`src/rtl/sram_port_arbiter_if.sv`:
```
// Bus bundle between the SRAM arbiter, its two masters (A and B) and the SRAM macro pins.
interface sram_port_arbiter_if #(
  parameter int DW = 32,
  parameter int AW = 10
);
  logic          req_a;
  logic          we_a;
  logic [AW-1:0] addr_a;
  logic [DW-1:0] wdata_a;
  logic          gnt_a;
  logic          rvalid_a;
  logic [DW-1:0] rdata_a;

  logic          req_b;
  logic          we_b;
  logic [AW-1:0] addr_b;
  logic [DW-1:0] wdata_b;
  logic          gnt_b;
  logic          rvalid_b;
  logic [DW-1:0] rdata_b;

  logic          ram_n_cs;
  logic          ram_n_we;
  logic          ram_n_oe;
  logic [AW-1:0] ram_ad;
  logic [DW-1:0] ram_din;
  logic [DW-1:0] ram_dout;

  modport slave (
    input  req_a, we_a, addr_a, wdata_a,
    input  req_b, we_b, addr_b, wdata_b,
    output gnt_a, rvalid_a, rdata_a,
    output gnt_b, rvalid_b, rdata_b,
    output ram_n_cs, ram_n_we, ram_n_oe, ram_ad, ram_din,
    input  ram_dout
  );

  modport master (
    output req_a, we_a, addr_a, wdata_a,
    output req_b, we_b, addr_b, wdata_b,
    input  gnt_a, rvalid_a, rdata_a,
    input  gnt_b, rvalid_b, rdata_b,
    input  ram_n_cs, ram_n_we, ram_n_oe, ram_ad, ram_din,
    output ram_dout
  );
endinterface

```
`src/rtl/sram_port_arbiter.sv`:
```
// Round-robin, burst-limited arbiter sharing one single-port SRAM between masters A and B.
// Optional macro SRAM_ARB_RDHOLD_EN: rdata_x holds the last read value between reads.
//
// state | meaning
// IDLE  | no owner; ties go to the master not granted last
// OWN_A | A granted last cycle; keeps the port up to BURST_MAX grants while B waits
// OWN_B | B granted last cycle; keeps the port up to BURST_MAX grants while A waits
module sram_port_arbiter #(
  parameter int DW        = 32,
  parameter int AW        = 10,
  parameter int BURST_MAX = 4
) (
  input  logic                 clk,
  input  logic                 n_reset,
  sram_port_arbiter_if.slave   bus
);

  typedef enum logic [1:0] {
    IDLE  = 2'd0,
    OWN_A = 2'd1,
    OWN_B = 2'd2
  } state_t;

  localparam logic [3:0] BMAX = 4'(BURST_MAX);

  state_t     state_q, state_d;
  logic [3:0] bcnt_q, bcnt_d;
  logic       last_q, last_d;
  logic       tag_vld_q, tag_vld_d;
  logic       tag_id_q, tag_id_d;
  logic       gnt_a, gnt_b;
  logic       rvalid_a, rvalid_b;

  always_ff @(posedge clk or negedge n_reset) begin
    if (!n_reset) begin
      state_q   <= IDLE;
      bcnt_q    <= 4'd0;
      last_q    <= 1'b1;
      tag_vld_q <= 1'b0;
      tag_id_q  <= 1'b0;
    end else begin
      state_q   <= state_d;
      bcnt_q    <= bcnt_d;
      last_q    <= last_d;
      tag_vld_q <= tag_vld_d;
      tag_id_q  <= tag_id_d;
    end
  end

  always_comb begin
    state_d = state_q;
    bcnt_d  = bcnt_q;
    last_d  = last_q;
    gnt_a   = 1'b0;
    gnt_b   = 1'b0;

    // Grants are combinational, so they are gated while reset is held
    if (n_reset) begin
      case (state_q)
        IDLE: begin
          if (bus.req_a && (!bus.req_b || last_q)) gnt_a = 1'b1;
          else if (bus.req_b)                      gnt_b = 1'b1;
        end
        OWN_A: begin
          if (bus.req_a && (!bus.req_b || bcnt_q < BMAX)) gnt_a = 1'b1;
          else if (bus.req_b)                             gnt_b = 1'b1;
        end
        OWN_B: begin
          if (bus.req_b && (!bus.req_a || bcnt_q < BMAX)) gnt_b = 1'b1;
          else if (bus.req_a)                             gnt_a = 1'b1;
        end
        default: ;
      endcase
    end

    if (gnt_a) begin
      last_d = 1'b0;
      if (state_q == OWN_A) begin
        bcnt_d = (bcnt_q < BMAX) ? 4'(bcnt_q + 4'd1) : bcnt_q;
      end else begin
        state_d = OWN_A;
        bcnt_d  = 4'd1;
      end
    end else if (gnt_b) begin
      last_d = 1'b1;
      if (state_q == OWN_B) begin
        bcnt_d = (bcnt_q < BMAX) ? 4'(bcnt_q + 4'd1) : bcnt_q;
      end else begin
        state_d = OWN_B;
        bcnt_d  = 4'd1;
      end
    end else begin
      state_d = IDLE;
      bcnt_d  = 4'd0;
    end
  end

  always_comb begin
    bus.ram_n_cs = 1'b1;
    bus.ram_n_we = 1'b1;
    bus.ram_ad   = {AW{1'b0}};
    bus.ram_din  = {DW{1'b0}};
    tag_vld_d    = 1'b0;
    tag_id_d     = 1'b0;
    if (gnt_a) begin
      bus.ram_n_cs = 1'b0;
      bus.ram_n_we = ~bus.we_a;
      bus.ram_ad   = bus.addr_a;
      bus.ram_din  = bus.wdata_a;
      tag_vld_d    = ~bus.we_a;
    end else if (gnt_b) begin
      bus.ram_n_cs = 1'b0;
      bus.ram_n_we = ~bus.we_b;
      bus.ram_ad   = bus.addr_b;
      bus.ram_din  = bus.wdata_b;
      tag_vld_d    = ~bus.we_b;
      tag_id_d     = 1'b1;
    end
  end

  assign bus.gnt_a    = gnt_a;
  assign bus.gnt_b    = gnt_b;
  assign bus.ram_n_oe = 1'b0;
  assign rvalid_a     = tag_vld_q & ~tag_id_q;
  assign rvalid_b     = tag_vld_q &  tag_id_q;
  assign bus.rvalid_a = rvalid_a;
  assign bus.rvalid_b = rvalid_b;

`ifdef SRAM_ARB_RDHOLD_EN
  logic [DW-1:0] hold_a_q, hold_a_d;
  logic [DW-1:0] hold_b_q, hold_b_d;

  always_comb begin
    hold_a_d = rvalid_a ? bus.ram_dout : hold_a_q;
    hold_b_d = rvalid_b ? bus.ram_dout : hold_b_q;
  end

  always_ff @(posedge clk or negedge n_reset) begin
    if (!n_reset) begin
      hold_a_q <= {DW{1'b0}};
      hold_b_q <= {DW{1'b0}};
    end else begin
      hold_a_q <= hold_a_d;
      hold_b_q <= hold_b_d;
    end
  end

  assign bus.rdata_a = rvalid_a ? bus.ram_dout : hold_a_q;
  assign bus.rdata_b = rvalid_b ? bus.ram_dout : hold_b_q;
`else
  assign bus.rdata_a = rvalid_a ? bus.ram_dout : {DW{1'b0}};
  assign bus.rdata_b = rvalid_b ? bus.ram_dout : {DW{1'b0}};
`endif

endmodule

```
`src/flat_wrapper.sv`:
```
// flat-port wrapper written by rule: the top's interface ports become plain ports
module sram_port_arbiter_flat 
#(
  parameter int DW        = 32,
  parameter int AW        = 10,
  parameter int BURST_MAX = 4
)
  (clk, n_reset, bus_req_a, bus_we_a, bus_addr_a, bus_wdata_a, bus_req_b, bus_we_b, bus_addr_b, bus_wdata_b, bus_gnt_a, bus_rvalid_a, bus_rdata_a, bus_gnt_b, bus_rvalid_b, bus_rdata_b, bus_ram_n_cs, bus_ram_n_we, bus_ram_n_oe, bus_ram_ad, bus_ram_din, bus_ram_dout);
  sram_port_arbiter_if #(.DW(DW), .AW(AW)) bus_i ();
  input  logic clk;
  input  logic n_reset;
  input wire logic [$bits(bus_i.req_a)-1:0] bus_req_a;
  input wire logic [$bits(bus_i.we_a)-1:0] bus_we_a;
  input wire logic [$bits(bus_i.addr_a)-1:0] bus_addr_a;
  input wire logic [$bits(bus_i.wdata_a)-1:0] bus_wdata_a;
  input wire logic [$bits(bus_i.req_b)-1:0] bus_req_b;
  input wire logic [$bits(bus_i.we_b)-1:0] bus_we_b;
  input wire logic [$bits(bus_i.addr_b)-1:0] bus_addr_b;
  input wire logic [$bits(bus_i.wdata_b)-1:0] bus_wdata_b;
  output wire logic [$bits(bus_i.gnt_a)-1:0] bus_gnt_a;
  output wire logic [$bits(bus_i.rvalid_a)-1:0] bus_rvalid_a;
  output wire logic [$bits(bus_i.rdata_a)-1:0] bus_rdata_a;
  output wire logic [$bits(bus_i.gnt_b)-1:0] bus_gnt_b;
  output wire logic [$bits(bus_i.rvalid_b)-1:0] bus_rvalid_b;
  output wire logic [$bits(bus_i.rdata_b)-1:0] bus_rdata_b;
  output wire logic [$bits(bus_i.ram_n_cs)-1:0] bus_ram_n_cs;
  output wire logic [$bits(bus_i.ram_n_we)-1:0] bus_ram_n_we;
  output wire logic [$bits(bus_i.ram_n_oe)-1:0] bus_ram_n_oe;
  output wire logic [$bits(bus_i.ram_ad)-1:0] bus_ram_ad;
  output wire logic [$bits(bus_i.ram_din)-1:0] bus_ram_din;
  input wire logic [$bits(bus_i.ram_dout)-1:0] bus_ram_dout;
  assign bus_i.req_a = bus_req_a;
  assign bus_i.we_a = bus_we_a;
  assign bus_i.addr_a = bus_addr_a;
  assign bus_i.wdata_a = bus_wdata_a;
  assign bus_i.req_b = bus_req_b;
  assign bus_i.we_b = bus_we_b;
  assign bus_i.addr_b = bus_addr_b;
  assign bus_i.wdata_b = bus_wdata_b;
  assign bus_gnt_a = bus_i.gnt_a;
  assign bus_rvalid_a = bus_i.rvalid_a;
  assign bus_rdata_a = bus_i.rdata_a;
  assign bus_gnt_b = bus_i.gnt_b;
  assign bus_rvalid_b = bus_i.rvalid_b;
  assign bus_rdata_b = bus_i.rdata_b;
  assign bus_ram_n_cs = bus_i.ram_n_cs;
  assign bus_ram_n_we = bus_i.ram_n_we;
  assign bus_ram_n_oe = bus_i.ram_n_oe;
  assign bus_ram_ad = bus_i.ram_ad;
  assign bus_ram_din = bus_i.ram_din;
  assign bus_i.ram_dout = bus_ram_dout;
  sram_port_arbiter #(.DW(DW), .AW(AW), .BURST_MAX(BURST_MAX)) u_core (.clk(clk), .n_reset(n_reset), .bus(bus_i));
endmodule
```
`config.mk`:
```
export PLATFORM = sky130hd
export DESIGN_NAME = sram_port_arbiter_flat
export DESIGN_NICKNAME = d
export VERILOG_FILES = /design/src/rtl/sram_port_arbiter_if.sv /design/src/rtl/sram_port_arbiter.sv /design/src/flat_wrapper.sv
export SDC_FILE = /design/constraint.sdc
export NUM_CORES = 1
export LEC_CHECK = 0
export ABC_CLOCK_PERIOD_IN_PS = 5300
export BUFFER_PORTS_ARGS = -buffer_cell sky130_fd_sc_hd__buf_2
export CAP_MARGIN = 20
export CORE_AREA = 2 2 92 94
export CTS_CLUSTER_SIZE = 25
export DETAILED_ROUTE_END_ITERATION = 12
export DIE_AREA = 0 0 94 96
export SETUP_SLACK_MARGIN = 0.1
export SKIP_CTS_REPAIR_TIMING = 1
export SLEW_MARGIN = 20
export SYNTH_ARGS = -nofsm -noshare
export SYNTH_HDL_FRONTEND = slang
export SYNTH_SLANG_ARGS = --single-unit
export TNS_END_PERCENT = 20
```
`constraint.sdc`:
```
create_clock -name clk -period 5.3 [get_ports clk]
set_clock_uncertainty 0.2 [all_clocks]
set_input_delay 0.53 -clock clk [delete_from_list [all_inputs] [get_ports clk]]
set_output_delay 0.53 -clock clk [all_outputs]
set_load 0.01 [all_outputs]
```
### Word-level counts from Yosys, hierarchy flattened

Index checks and enable logic that the tools add are counted.

* bits in registers: 9
* bits in latches: 0
* bits in writable memories: 0
* bits in read-only memories: 0
* bits of input ports: 122
* output and inout bits: 113
* logic and storage cells: 64
* memories: 0

* $add $sub $neg: 1
* multiply operators: 0
* divide/modulo/power cells: 0
* $lt $le $gt $ge: 1
* equal/unequal tests: 4
* shift operators: 0
* muxes and demuxes: 37
* bitwise gates (word level): 5
* reductions and logical operators: 11

Operators with widths (number)
* $mux 32: 4
* $mux 1: 20
* $mux 10: 2
* $mux 4: 5
* $mux 2: 4
* $pmux 1 s3: 2
* $add 4x1->4 const B: 1
* $lt 4x3->1 const B: 1
* $logic_and 1x1->1: 3
* $logic_or 1x1->1: 3
* $ne 3x3->1 const B: 1
* $not 1->1: 3
* $and 1x1->1: 2
* $eq 2x1->1 const B: 1
* $eq 2x2->1 const B: 1
* $logic_not 1->1: 2
* $logic_not 2->1: 1
* $ne 2x2->1 const B: 1
* $reduce_and 2->1: 1
* $reduce_bool 2->1: 1

### Depth between registers and ports, before layout

* depth after elaboration: 8
* depth in mapped cells: 7
* gate-level depth less buffers: 4

### Worst setup path after synthesis

OpenSTA, ideal clock, no wires.

* path type: input-to-output
* start: in bus_req_a
* end: out bus_ram_din[10]
* data arrival time: 1722 ps
* data required time: 4570 ps
* slack: 2848 ps
* stages: 6
* buffers on the path: 3
* cells stage by stage: clkbuf_1 a21o_1 a221oi_2 buf_4 buf_6 a22o_1

* word-level cells in the longest chain between the ends: 8
* elaborated cells between the ends (all ways): 18
* those cells by class: 13 x mux; 5 x reduce/logical

RTL lines
* from (decl): RTL line flat_wrapper.sv:12 `input wire logic [$bits(bus_i.req_a)-1:0] bus_req_a;`
* $logic_not 1->1: RTL line sram_port_arbiter.sv:69 `if (bus.req_b && (!bus.req_a || bcnt_q < BMAX)) gnt_b = 1'b1;`
* $logic_or 1x1->1: RTL line sram_port_arbiter.sv:69
* $logic_and 1x1->1: RTL line sram_port_arbiter.sv:69
* $mux 1: RTL line sram_port_arbiter.sv:69
* $pmux 1 s3: RTL line sram_port_arbiter.sv:59 `case (state_q)`
* $mux 1: RTL line sram_port_arbiter.sv:58 `if (n_reset) begin`
* $mux 32: RTL line sram_port_arbiter.sv:111 `end else if (gnt_b) begin`
* $mux 32 *: RTL line sram_port_arbiter.sv:105 `if (gnt_a) begin`
* to (decl): RTL line flat_wrapper.sv:30 `output wire logic [$bits(bus_i.ram_din)-1:0] bus_ram_din;`

Mark *: on every way between the ends. The rest lies on a longest branch, timed or not.

### Worst setup path in the final report

* start: in n_reset
* end: out bus_ram_ad[2]

* word-level cells in the longest chain between the ends: 3
* elaborated cells between the ends (all ways): 4
* those cells by class: 4 x mux

RTL lines
* from (decl): RTL line flat_wrapper.sv:11 `input logic n_reset;`
* $mux 1: RTL line sram_port_arbiter.sv:58
* $mux 10: RTL line sram_port_arbiter.sv:111
* $mux 10 *: RTL line sram_port_arbiter.sv:105
* to (decl): RTL line flat_wrapper.sv:29 `output wire logic [$bits(bus_i.ram_ad)-1:0] bus_ram_ad;`

Marks and branches as above.

==> results_dict.tcl <==
set metrics [dict create \
    crit_buf_inv 4 \
    synthToLayoutAreaGrowth_pct 88.5 \
    drt-met1-wl_mm 2.48 \
    place_congestion 0.741 \
    synth_area_leader_cell "a22o_1" \
    clock-root-buffer "clkbuf_8" \
    wl_per_cell_um 13.0 \
    drcViolationCount 0 \
    port_buffers 233 \
    syn_nets 305 \
    drtPass1Iterations 4 \
    synth_top_area_share 0.265 \
    swShare 0.394 \
    route.final.wire_length_mm 6.56 \
    hold_viol 0 \
    grt_max_degree 49 \
    path_clk_slew_ns 0.05 \
    top_layer "met4" \
    fin_crit_sh 0.629 \
    synth-edff-count 0 \
    tightest_slew_ns 0.864 \
    period_needed_ns 3.34 \
    dieHeight_um 96 \
    path_class "in2out" \
    synth_fa_ha_area_frac 0.00881 \
    die_area_um2 9020 \
    fin_nets 525 \
    htree_num_levels 1 \
    synth_top_family_by_area "compound AO/OA/AOI/OAI gates" \
    drv_slew 0 \
    fin_cells 506 \
    synth_cell_type_count 34 \
    dr_wl_met3_um 719 \
    powerDensity_nw_per_um2 149 \
    synth.cell_area_um2 1420 \
    critPathRequiredTime_ns 4.57 \
    async_reset_ff_frac 1.00 \
    max_stage_delay_ns 0.54 \
    core_um2 8050 \
    cts_sinks 9 \
    track_usage 0.116 \
    synthMuxAreaShare 0 \
    synth_simple_gate_area_frac 0.340 \
    num_vias 2328 \
    start_kind "input pin" \
    min_path_type "reg2reg" \
    setup_slack_ns 1.96 \
    p_comb_frac 0.565 \
    drt_iter0_drc 38 \
    pin_count 235 \
    cp-end-kind "output pin" \
    cp_max_fo 48 \
    relSlewSlack 0.424 \
    clkLatencyLatePin_ns 0.23 \
    p_sw_uw 157 \
    tns_ns 0 \
    drt-vias-per-instance 4.60 \
    pwr-share-clk 0.203 \
    synth_common_cells "a22o_1 (43), and2_1 (34), and3_1 (32)" \
    ys_warn_count 0 \
    synthCells 182 \
    setup_viol 0 \
    initial_core_util 0.176 \
    rows 33 \
    synth_most_common_cell "a22o_1" \
    drive_gt1_frac 0.601 \
    yosys_register_bits 9 \
    die_w_um 94 \
    pwr-share-seq 0.232 \
    synth_compound_area_frac 0.381 \
    critPathTopFamily "buffers and inverters" \
    numCtsBuffers 3 \
    slowest_stage "dlygate4sd3_1" \
    cts_tree "yes" \
    dp_hpwl_mm 5.32 \
    cp_common_cell "buf_2" \
    status "complete, no violations" \
    p_int_uw 241 \
    clockBufferDepth 2 \
    syn_area_per_cell_um2 7.80 \
    cap_viol_max_count 0 \
    grt_overflow 0 \
    diodes 0 \
    grt_pass1_vias 1874 \
    max_freq_mhz 300 \
    cellLeakagePower_uw 0.00179 \
    synth_flop_cell "dfrtp_1" \
    post-place-ws_ns 2.50 \
    synth_area_leaders "a22o_1 (27%), and2_1 (15%), and3_1 (14%), dfrtp_1 (14%), buf_6 (3.2%)" \
    cp.arrival_ns 2.61 \
    crit_path_cell_trace "dlygate4sd3_1 -> buf_2 -> nand2_1 -> a221oi_4 -> buf_4 -> a22o_1 -> buf_2" \
    route.met2.wl_mm 3.34 \
    postRouteAntennaNets 0 \
    antenna_found_initial 0 \
    synth-xor-area-share 0.00617 \
    rsz0062_at_grt "no" \
    peakVddDrop_mv 0.102 \
    placed_cells 501 \
    ys_seq_area_frac 0.159 \
    grt_pass1_wl_mm 8.50 \
]
[power groups by stage]
stage / clock (uW) / sequential [uW] / combinational (uW)
5_1_grt: 85.4 / 93.9 / 247
3_5_place_dp: 0 / 92.8 / 225
4_1_cts: 82.8 / 91.8 / 226
3_3_place_gp: 0 / 91.9 / 222
6_report: 80.9 / 92.5 / 225
2_1_floorplan: 0 / 81.4 / 131
[per-stage QoR]
| stage | util | hold WS [ns] | instance area, um2 | total power (uW) |
|---|---|---|---|---|
| finish | 0.333 | 0.331 | 2680 | 398 |
| global route | 0.333 | 0.361 | 2680 | 427 |
| CTS | 0.331 | -0.0248 | 2670 | 400 |
| detailed placement | 0.326 | 0.226 | 2620 | 318 |
| global placement | 0.326 | 0.218 | 2620 | 314 |
| floorplan | - | 0.0344 | 1420 | 212 |
[state kept, by name, indices dropped and copies added, names as in the netlist]
name,count
u_core.bcnt_q,4
u_core.tag_vld_q,1
u_core.state_q,2
u_core.last_q,1
u_core.tag_id_q,1
[path summary, 6_finish.rpt]
path,start,to,slack (ns),cells after the start
max,n_reset,bus_ram_ad[2],1.96,7
min,u_core.last_q,u_core.last_q,0.33,2
max reg2reg,u_core.state_q[0],u_core.tag_vld_q,3.17,4
min reg2reg,u_core.last_q,u_core.last_q,0.33,2
max in group asynchronous,n_reset,u_core.last_q,4.09,2
min in group asynchronous,n_reset,u_core.state_q[0],0.54,2
[worst min-delay path, stage by stage (launching register included)]
cell      delay, ns
dfstp_2        0.36
inv_1          0.08
o21bai_1       0.08
[placed cells by master (no fill, tap or decap), types with 3 or more instances in the layout]
cell type and instances:
and3_1 32, a21oi_1 3, o21ai_0 3, buf_2 233
buf_4 3, nand2b_1 3, a22o_1 43, inv_1 4
and2_1 34, clkbuf_8 3, nor2_1 4, dfrtp_1 8
[cells by family (layout without fill, tap and decap cells)]
kind of cell,after synthesis,in the layout
AND/OR/NAND/NOR,79,79
AO/OA/AOI/OAI,65,65
buffers and inverters,26,245
flip-flops,9,9
adder cells (fa/ha/maj),1,1
other,1,1
XOR/XNOR,1,1
[routing by layer]
metal	vias up	global-route usage
met4	0	0.0145
met5	-	0
met2	165	0.220
met1	1038	0.139
li1	1121	-
met3	4	0.0204
[cell type report]
class,instances,area [um2]
clock buffers,4,45.0
well taps,105,131
flip-flops and latches,9,226
multi-input cells,147,1060
inverters,4,15.0
fillers,867,5370
repair buffers,237,1200
No activity file was read; power rests on OpenSTA's default activity.
